## src/rtl/alu_pkg.sv

```systemverilog
// Shared ALU definitions: opcode encodings and default datapath width.
package alu_pkg;

  localparam logic OP_ADD = 1'b0;
  localparam logic OP_SUB = 1'b1;

  localparam int XLEN = 32;

endpackage

```

## src/rtl/full_adder_1bit.sv

```systemverilog
// Single-bit full adder; one stage of the ripple-carry chain.
module full_adder_1bit (
  input  logic a,
  input  logic b,
  input  logic cin,
  output logic s,
  output logic cout
);

  assign s    = a ^ b ^ cin;
  assign cout = (a & b) | (cin & (a ^ b));

endmodule

```

## src/rtl/adder_subtractor_32bit.sv

```systemverilog
// Registered two's-complement adder/subtractor built from an explicit ripple-carry chain.
module adder_subtractor_32bit
  import alu_pkg::*;
#(
  parameter int unsigned WIDTH = XLEN
) (
  input  logic             clk,
  input  logic             rst,
  input  logic [WIDTH-1:0] reg1,
  input  logic [WIDTH-1:0] reg2,
  input  logic             op,
  output logic [WIDTH-1:0] result,
  output logic             cout
);

  logic [WIDTH-1:0] b_eff;
  logic [WIDTH-1:0] sum;
  logic [WIDTH:0]   carry;

  logic [WIDTH-1:0] result_d, result_q;
  logic             cout_d, cout_q;

  // Subtract is reg1 + ~reg2 + 1: invert B and inject the +1 as the chain's carry-in.
  assign b_eff    = reg2 ^ {WIDTH{op == OP_SUB}};
  assign carry[0] = (op == OP_SUB);

  for (genvar i = 0; i < WIDTH; i++) begin : g_ripple
    full_adder_1bit u_fa (
      .a    (reg1[i]),
      .b    (b_eff[i]),
      .cin  (carry[i]),
      .s    (sum[i]),
      .cout (carry[i+1])
    );
  end

  always_comb begin
    result_d = sum;
    cout_d   = carry[WIDTH];
  end

  always_ff @(posedge clk) begin
    if (rst) begin
      result_q <= '0;
      cout_q   <= 1'b0;
    end else begin
      result_q <= result_d;
      cout_q   <= cout_d;
    end
  end

  assign result = result_q;
  assign cout   = cout_q;

endmodule

```

## config.mk

```make
export PLATFORM = sky130hd
export DESIGN_NAME = adder_subtractor_32bit
export DESIGN_NICKNAME = d
export VERILOG_FILES = /design/src/rtl/alu_pkg.sv /design/src/rtl/full_adder_1bit.sv /design/src/rtl/adder_subtractor_32bit.sv
export SDC_FILE = /design/constraint.sdc
export NUM_CORES = 1
export LEC_CHECK = 0
export CAP_MARGIN = 20
export CORE_ASPECT_RATIO = 2
export CORE_UTILIZATION = 41
export CTS_BUF_LIST = sky130_fd_sc_hd__clkbuf_8
export DETAILED_ROUTE_END_ITERATION = 16
export GPL_ROUTABILITY_DRIVEN = 0
export GPL_TIMING_DRIVEN = 0
export PLACE_DENSITY_LB_ADDON = 0.08
export SLEW_MARGIN = 15
export SYNTH_ARGS = -nofsm -noshare
export SYNTH_HDL_FRONTEND = slang
export SYNTH_SLANG_ARGS = --single-unit
```

## constraint.sdc

```tcl
create_clock -name clk -period 19.8 [get_ports clk]
set_input_delay 1.98 -clock clk [delete_from_list [all_inputs] [get_ports clk]]
set_output_delay 1.98 -clock clk [all_outputs]
set_load 0.05 [all_outputs]
```

==> flow_summary_export.csv, run 1 <==
group,metric,value,unit
die,num_rows,34,
logic_synthesis,synthAdderAreaFrac,32.4,%
layout,design_area,3060,µm²
timing,setup_slack,4.57,ns
critical_path,arrival,15.41,ns
cts,tritoncts,"built",
die,die_h,98.6,µm
critical_path,path_max_fanout,2,
logic_synthesis,synth.area.top_cells,"dfxtp_1, fa_1, xnor2_1, inv_1, nor2_1",
timing,hold_viol,0,
hold_path,holdCritPathClass,"input pin to flip-flop",
layout,drive_gt1_share,6.18,%
timing,rsz0062_at_grt,"no",
critical_path,critPathMaxStageDelay,0.51,ns
cts,root_buffer,"clkbuf_8",
logic_synthesis,syn-num-nets,267,
die,die_area,4960,µm²
critical_path,required,19.97,ns
cts,clockBufferDepth,2,
pwr,p_clk_share,21.6,%
pwr,p_switching,0.0000971,W
critical_path,worstSetupPathType,"input pin to flip-flop",
job,drv_cap,0,
run_status,status,"completed",
place,port_buffers,98,
place,dpl.cell_count,321,
layout,layout.cells.non_filler,329,
detailed_routing,first_pass_iters,3,
cts,clk_pin_slew_worst_paths,0.07,ns
logic_synthesis,yosysSeqAreaShare,34.5,%
pwr,p_comb_share,46.8,%
logic_synthesis,syn_area,1910,µm²
pwr,p_seq_share,31.6,%
logic_synthesis,synth-seq-cells,33,
detailed_routing,wl_per_cell,12.2,µm
logic_synthesis,synthCells,169,
critical_path,cpMaxStageDelayCell,"clkdlybuf4s50_1",
pwr,p_sw_share,37.8,%
grt,antenna_found_initial,0,
cts,cts_buffers,5,
place,hpwl,3350,µm
critical_path,cpMostUsedCell,"fa_1",
logic_synthesis,synth_top_family_by_area,"adder cells",
cts,cts.sinks,33,
detailed_routing,postRouteAntennaNets,0,
cts,postCtsSetupBuffers,0,
critical_path,start_kind,"input pin",
cts,cts_resized,0,
layout,antennaDiodeCount,0,
cts,h-tree-depth,2,
place,dpl_cell_area,2960,µm²
detailed_routing,vias,1405,
logic_synthesis,synth_top_area_share,34.5,%
critical_path,endpoint_kind,"flip-flop",
pwr,p_per_area,83.9,nW/µm²
logic_synthesis,syn_avg_cell_area,11.3,µm²
pwr,p_leak,1.30,nW
detailed_routing,viasPerCell,4.27,
place,pre_cts_ws,4.21,ns
layout,nets,372,
layout,fin_util,69.3,%
grt,grt_use_total,19.2,%
timing,timing.fmax,65.6,MHz
layout,syn_to_final_growth,60.1,%
critical_path,path_buf_inv,4,
critical_path,cp-startpoint,"reg2[0]",
critical_path,crit_family,"adder cells",
timing,setup_tns,0,ns
layout,nFillCells,361,
timing,worst_pin_slew,0.526,ns
grt,grt_pass1_wl,7040,µm
die,die_w,50.3,µm
grt,grt_overflow,0,
detailed_routing,drtIter0Drc,23,
logic_synthesis,synth_top_cell_by_area,"dfxtp_1",
die,start_util,43.3,%
logic_synthesis,synth-xor-area-share,15.4,%
die,coreArea,4420,µm²
die,io_pins,100,
timing,setup_violations,0,
logic_synthesis,synth-simple-area-share,6.86,%
pwr,power.internal,0.000160,W
timing,slew_violations,0,
grt,grt_max_degree,11,
cts,holdBufCountCts,0,
hold_path,hp-start,"op",
logic_synthesis,synth.area.mux_share,0.523,%
pwr,ir_worst_vdd,0.0676,mV
timing,fin_crit,15.23,ns
logic_synthesis,synth_compound_area_share,0,%
grt,grt_pass1_vias,1582,
timing,fin_crit_sh,76.9,%
detailed_routing,drt_wl_total,4020,µm
detailed_routing,drc,0,
timing,relSlewSlack,64.8,%
logic_synthesis,synth.distinct_cells,13,
logic_synthesis,ys_warn_count,0,
## metrics by stage
stage / hold WS, ns / total power [W]
2_1_floorplan: 2.05 / 0.000159
3_3_place_gp: 2.60 / 0.000202
3_5_place_dp: 2.62 / 0.000205
4_1_cts: 2.31 / 0.000261
5_1_grt: 2.33 / 0.000273
6_report: 2.31 / 0.000257
## layout make-up
cell class	instances	area (µm²)	share of cell area, %
Inverter	32	120	3.92
Clock buffer	7	96.3	3.14
Clock inverter	1	5.00	0.163
Buffer	7	76.3	2.49
Timing Repair Buffer	98	981	32.0
Multi-Input combinational cell	97	1060	34.5
Tap cell	54	67.6	2.20
Sequential cell	33	661	21.6
## kinds of logic (layout without fill, tap and decap cells)
kind of cell	Yosys count	in the layout
xor gates and xnor gates	32	32
adders and majority gates	31	31
buffers and inverters	39	145
DFF	33	33
muxes	1	1
and+or+nand+nor	33	33
## flip-flops by register name (all words and copies together) (netlist names)
signal  count
result     32
cout        1
## synthesized netlist by cell type
master	number
inv_1	32
xnor2_1	28
xor2_1	2
dfxtp_1	33
buf_2	3
buf_12	1
nor2_1	30
buf_6	1
mux2i_1	1
buf_8	2
fa_1	31
nor2b_1	3
xnor2_2	2
## cell usage in the layout (no fill, tap or decap), drive strengths merged
cell type      instances
xor2                   2
buf                    7
fa                    31
nor2                  30
clkdlybuf4s50         98
nor2b                  3
clkbuf                 7
mux2i                  1
clkinv                 1
dfxtp                 33
xnor2                 30
inv                   32
## power by group through the flow
stage               Combinational (W)  Sequential [W]  Clock (W)
global route                 0.000130       0.0000822  0.0000603
CTS                          0.000122       0.0000814  0.0000575
floorplan                   0.0000339        0.000125          0
detailed placement           0.000122       0.0000829          0
global placement             0.000119       0.0000827          0
finish                       0.000120       0.0000812  0.0000557
## final timing paths
path / end / slack [ns] / depth (start not counted)
worst min-delay path: result[10] / 2.31 / 5
worst max-delay path: result[31] / 4.57 / 37
## metal layers
metal,track usage [%],vias up,share of wire [%],routed length (µm)
li1,-,679,-,-
met1,20.1,656,33,1340
met2,34.7,63,58,2320
met3,5.09,7,7.0,282
met4,8.33,0,2.1,84
met5,0,-,0,0
## worst min-delay path, cell delays in order
cell and delay (ns):
buf_6 0.11, buf_12 0.15, xnor2_2 0.12, fa_1 0.15, nor2_1 0.04
Power figures use the tool's default switching activity.
==> inputs of run 2 (changes only) <==
clock period = 15.1 ns   (was 19.8 ns; I/O delays follow)
==> flow_summary_export.csv, run 2 (same netlist as run 1, synthesis figures left out) <==
group,metric,value,unit
cts,h-tree-depth,2,
grt,grt_use_total,19.2,%
critical_path,cpMaxStageDelayCell,"clkdlybuf4s50_1",
layout,nets,372,
layout,largest_reg_flops,32,
layout,mostFrequentLayoutCells,"clkdlybuf4s50_1, dfxtp_1, inv_1",
critical_path,endpoint_kind,"flip-flop",
place,port_buffers,98,
layout,syn_to_final_growth,60.3,%
timing,slew_violations,0,
timing,setup_violations,0,
pwr,p_per_area,110,nW/µm²
detailed_routing,first_pass_iters,3,
detailed_routing,postRouteAntennaNets,0,
critical_path,required,15.27,ns
critical_path,path_max_fanout,2,
cts,root_buffer,"clkbuf_8",
grt,antenna_found_initial,0,
die,coreArea,4420,µm²
detailed_routing,drtIter0Drc,23,
place,hpwl,3350,µm
layout,final_common_cell,"clkdlybuf4s50_1",
grt,grt_pass1_wl,7040,µm
timing,rsz0062_at_grt,"no",
layout,nFillCells,360,
timing,hold_viol,0,
critical_path,crit_family,"adder cells",
detailed_routing,viasPerCell,4.27,
die,num_rows,34,
place,dpl_cell_area,2960,µm²
critical_path,worstSetupPathType,"input pin to flip-flop",
detailed_routing,drc,0,
critical_path,arrival,14.82,ns
timing,fin_crit_sh,97.0,%
cts,clk_pin_slew_worst_paths,0.07,ns
critical_path,path_buf_inv,4,
place,pre_cts_ws,-0.0212,ns
die,io_pins,100,
detailed_routing,wl_per_cell,12.2,µm
run_status,status,"completed",
timing,timing.fmax,68.3,MHz
grt,grt_pass1_vias,1582,
cts,tritoncts,"built",
critical_path,cpMostUsedCell,"fa_1",
cts,cts.sinks,33,
timing,fin_crit,14.64,ns
layout,drive_gt1_share,6.91,%
grt,grt_overflow,0,
pwr,p_leak,1.29,nW
die,die_w,50.3,µm
die,die_h,98.6,µm
critical_path,start_kind,"input pin",
timing,relSlewSlack,64.8,%
die,start_util,43.3,%
detailed_routing,drt_wl_total,4030,µm
detailed_routing,vias,1405,
layout,design_area,3070,µm²
cts,cts_buffers,5,
grt,grt_max_degree,11,
die,die_area,4960,µm²
timing,setup_slack,0.456,ns
hold_path,holdCritPathClass,"input pin to flip-flop",
layout,fin_util,69.4,%
pwr,ir_worst_vdd,0.0886,mV
critical_path,critPathMaxStageDelay,0.51,ns
job,drv_cap,0,
layout,antennaDiodeCount,0,
timing,worst_pin_slew,0.526,ns
cts,clockBufferDepth,2,
==> run 2: through the flow <==
stage               hold slack, ns  setup TNS [ns]  cells  power [W]
CTS                           1.84               0    329   0.000342
global placement              2.13               0    321   0.000265
finish                        1.84               0    329   0.000337
global route                  1.86               0    329   0.000358
detailed placement            2.15         -0.0212    321   0.000268
floorplan                     1.58               0    169   0.000209
==> run 2: final cells by class <==
class	instances	area [µm²]	share of cell area (%)
multi-input combinational	97	1060	34.6
timing repair buffer	98	981	32.0
clock buffer	7	96.3	3.14
sequential	33	661	21.5
inverter	32	120	3.91
tap	54	67.6	2.20
buffer	7	76.3	2.49
clock inverter	1	5.00	0.163
==> run 2: worst paths after layout <==
| kind | from | endpoint | cells past startpoint |
|---|---|---|---|
| min | op | result[10] | 5 |
| max | reg2[0] | result[31] | 37 |
==> run 2: timing repair <==
| item | CTS | global route |
|---|---|---|
| endpoints found under the hold margin | 0 | 0 |
| setup endpoints to repair | 0 | 1 |
| buffers inserted | 0 | 0 |
| hold buffers | 0 | 0 |
| gates resized for setup | 0 | 2 |
==> run 2: metal layers <==
metal / wire length [µm] / global-route usage, % / part of all wire, % / vias up
li1: - / - / - / 679
met1: 1340 / 20.1 / 33 / 656
met2: 2320 / 34.7 / 57 / 63
met3: 282 / 5.09 / 7.0 / 7
met4: 84 / 8.33 / 2.1 / 0
met5: 0 / 0 / 0 / -
==> run 2: tightest hold or removal path: cells and delay by family <==
| family | cells | cell delay [ns] |
|---|---|---|
| buffers and inverters | 2 | 0.26 |
| adders and majority gates | 1 | 0.15 |
| xor gates and xnor gates | 1 | 0.12 |
| and+or+nand+nor | 1 | 0.04 |
==> run 2: power by group <==
part	internal (W)	switching, W
sequential	0.000103	0.00000367
combinational	0.0000661	0.0000919
clock	0.0000412	0.0000318
total	0.000210	0.000127
==> inputs of run 3 (changes only) <==
CORE_UTILIZATION = 44   (was 41)
CTS_CLUSTER_DIAMETER = 80   (was default)
clock period = 18.8 ns   (was 15.1 ns; I/O delays follow)
==> flow_summary_export.csv, run 3 (same netlist as run 1, synthesis figures left out) <==
group,metric,value,unit
run_status,status,"completed",
grt,antenna_found_initial,0,
pwr,p_leak,1.30,nW
grt,grt_max_degree,11,
timing,timing.fmax,66.6,MHz
hold_path,hp-start,"op",
critical_path,endpoint_kind,"flip-flop",
layout,design_area,3060,µm²
grt,grt_overflow,0,
layout,layout.cells.non_filler,327,
timing,fin_crit_sh,79.8,%
cts,cts.sinks,33,
layout,drive_gt1_share,6.18,%
die,io_pins,100,
die,die_w,48.6,µm
detailed_routing,first_pass_iters,4,
critical_path,critPathMaxStageDelay,0.51,ns
die,die_area,4630,µm²
hold_path,holdCritPathClass,"input pin to flip-flop",
pwr,ir_worst_vdd,0.0661,mV
timing,rsz0062_at_grt,"no",
layout,final_common_cell,"clkdlybuf4s50_1",
critical_path,worstSetupPathType,"input pin to flip-flop",
critical_path,start_kind,"input pin",
cts,postCtsSetupBuffers,0,
detailed_routing,drtIter0Drc,19,
critical_path,cp-startpoint,"reg2[0]",
cts,cts_buffers,5,
timing,whs,2.20,ns
pwr,p_per_area,88.1,nW/µm²
cts,tritoncts,"built",
timing,hold_viol,0,
layout,syn_to_final_growth,59.9,%
place,dpl_cell_area,2960,µm²
detailed_routing,wl_per_cell,12.0,µm
critical_path,cpMaxStageDelayCell,"clkdlybuf4s50_1",
place,port_buffers,98,
cts,clk_pin_slew_worst_paths,0.07,ns
critical_path,path_max_fanout,2,
grt,grt_pass1_wl,6440,µm
die,coreArea,4130,µm²
grt,grt_use_total,18.7,%
job,drv_cap,0,
detailed_routing,postRouteAntennaNets,0,
critical_path,required,18.97,ns
die,start_util,46.4,%
cts,root_buffer,"clkbuf_8",
place,hpwl,3230,µm
hold_path,hold_end,"result[10]",
layout,mostFrequentLayoutCells,"clkdlybuf4s50_1, dfxtp_1, inv_1",
place,pre_cts_ws,3.48,ns
grt,grt_pass1_vias,1501,
detailed_routing,drt_wl_total,3910,µm
place,dpl.cell_count,319,
cts,h-tree-depth,2,
timing,fin_crit,15.01,ns
timing,setup_slack,3.79,ns
hold_path,holdPathStages,5,
timing,setup_violations,0,
detailed_routing,viasPerCell,4.38,
timing,relSlewSlack,65.0,%
cts,clockBufferDepth,2,
cts,cts_resized,0,
timing,worst_pin_slew,0.523,ns
timing,setup_tns,0,ns
layout,antennaDiodeCount,0,
cts,holdBufCountCts,0,
die,num_rows,33,
layout,largest_reg_flops,32,
layout,nets,372,
critical_path,arrival,15.18,ns
die,die_h,95.3,µm
critical_path,cpMostUsedCell,"fa_1",
timing,slew_violations,0,
detailed_routing,vias,1431,
detailed_routing,drc,0,
## run 3: where the power goes
group	switching (W)	internal, W
logic	0.0000727	0.0000524
clock network	0.0000255	0.0000331
registers	0.00000335	0.0000826
total	0.000102	0.000168
## run 3: critical path, delay by kind of cell
| family | cells | cell delay, ns |
|---|---|---|
| buffers and inverters | 4 | 0.73 |
| muxes | 1 | 0.11 |
| adders and majority gates | 31 | 12.32 |
| and+or+nand+nor | 1 | 0.13 |
## run 3: worst max path at each step
stage | endpoint | slack, ns | cells after the start
detailed placement | result[31] | 3.48 | 37
floorplan | result[31] | 4.31 | 38
finish | result[31] | 3.79 | 37
global route | result[31] | 3.27 | 37
CTS | result[31] | 3.71 | 37
global placement | result[31] | 3.48 | 37
## run 3: per-layer routing
| metal | share of wire [%] | global-route usage, % | vias up | routed length [µm] |
|---|---|---|---|---|
| met5 | 0 | 0 | - | 0 |
| met4 | 1.5 | 7.35 | 0 | 57 |
| met3 | 5.3 | 4.47 | 4 | 206 |
| met2 | 57 | 36.0 | 62 | 2230 |
| met1 | 36 | 18.7 | 687 | 1410 |
| li1 | - | - | 678 | - |
## run 3: cell type report
type,count,area [µm²]
fillers,313,1070
multi-input cells,97,1060
repair buffers,98,981
flip-flops and latches,33,661
inverters,32,120
clock buffers,7,96.3
plain buffers,7,76.3
well taps,52,65.1
clock inverters,1,5.00
## run 3: through the flow
stage | total power (W) | utilization, %
after detailed placement | 0.000214 | 71.7
after global routing | 0.000286 | 74.2
after CTS | 0.000273 | 74.2
final | 0.000270 | 74.2
after floorplan | 0.000168 | -
after global placement | 0.000212 | 71.7
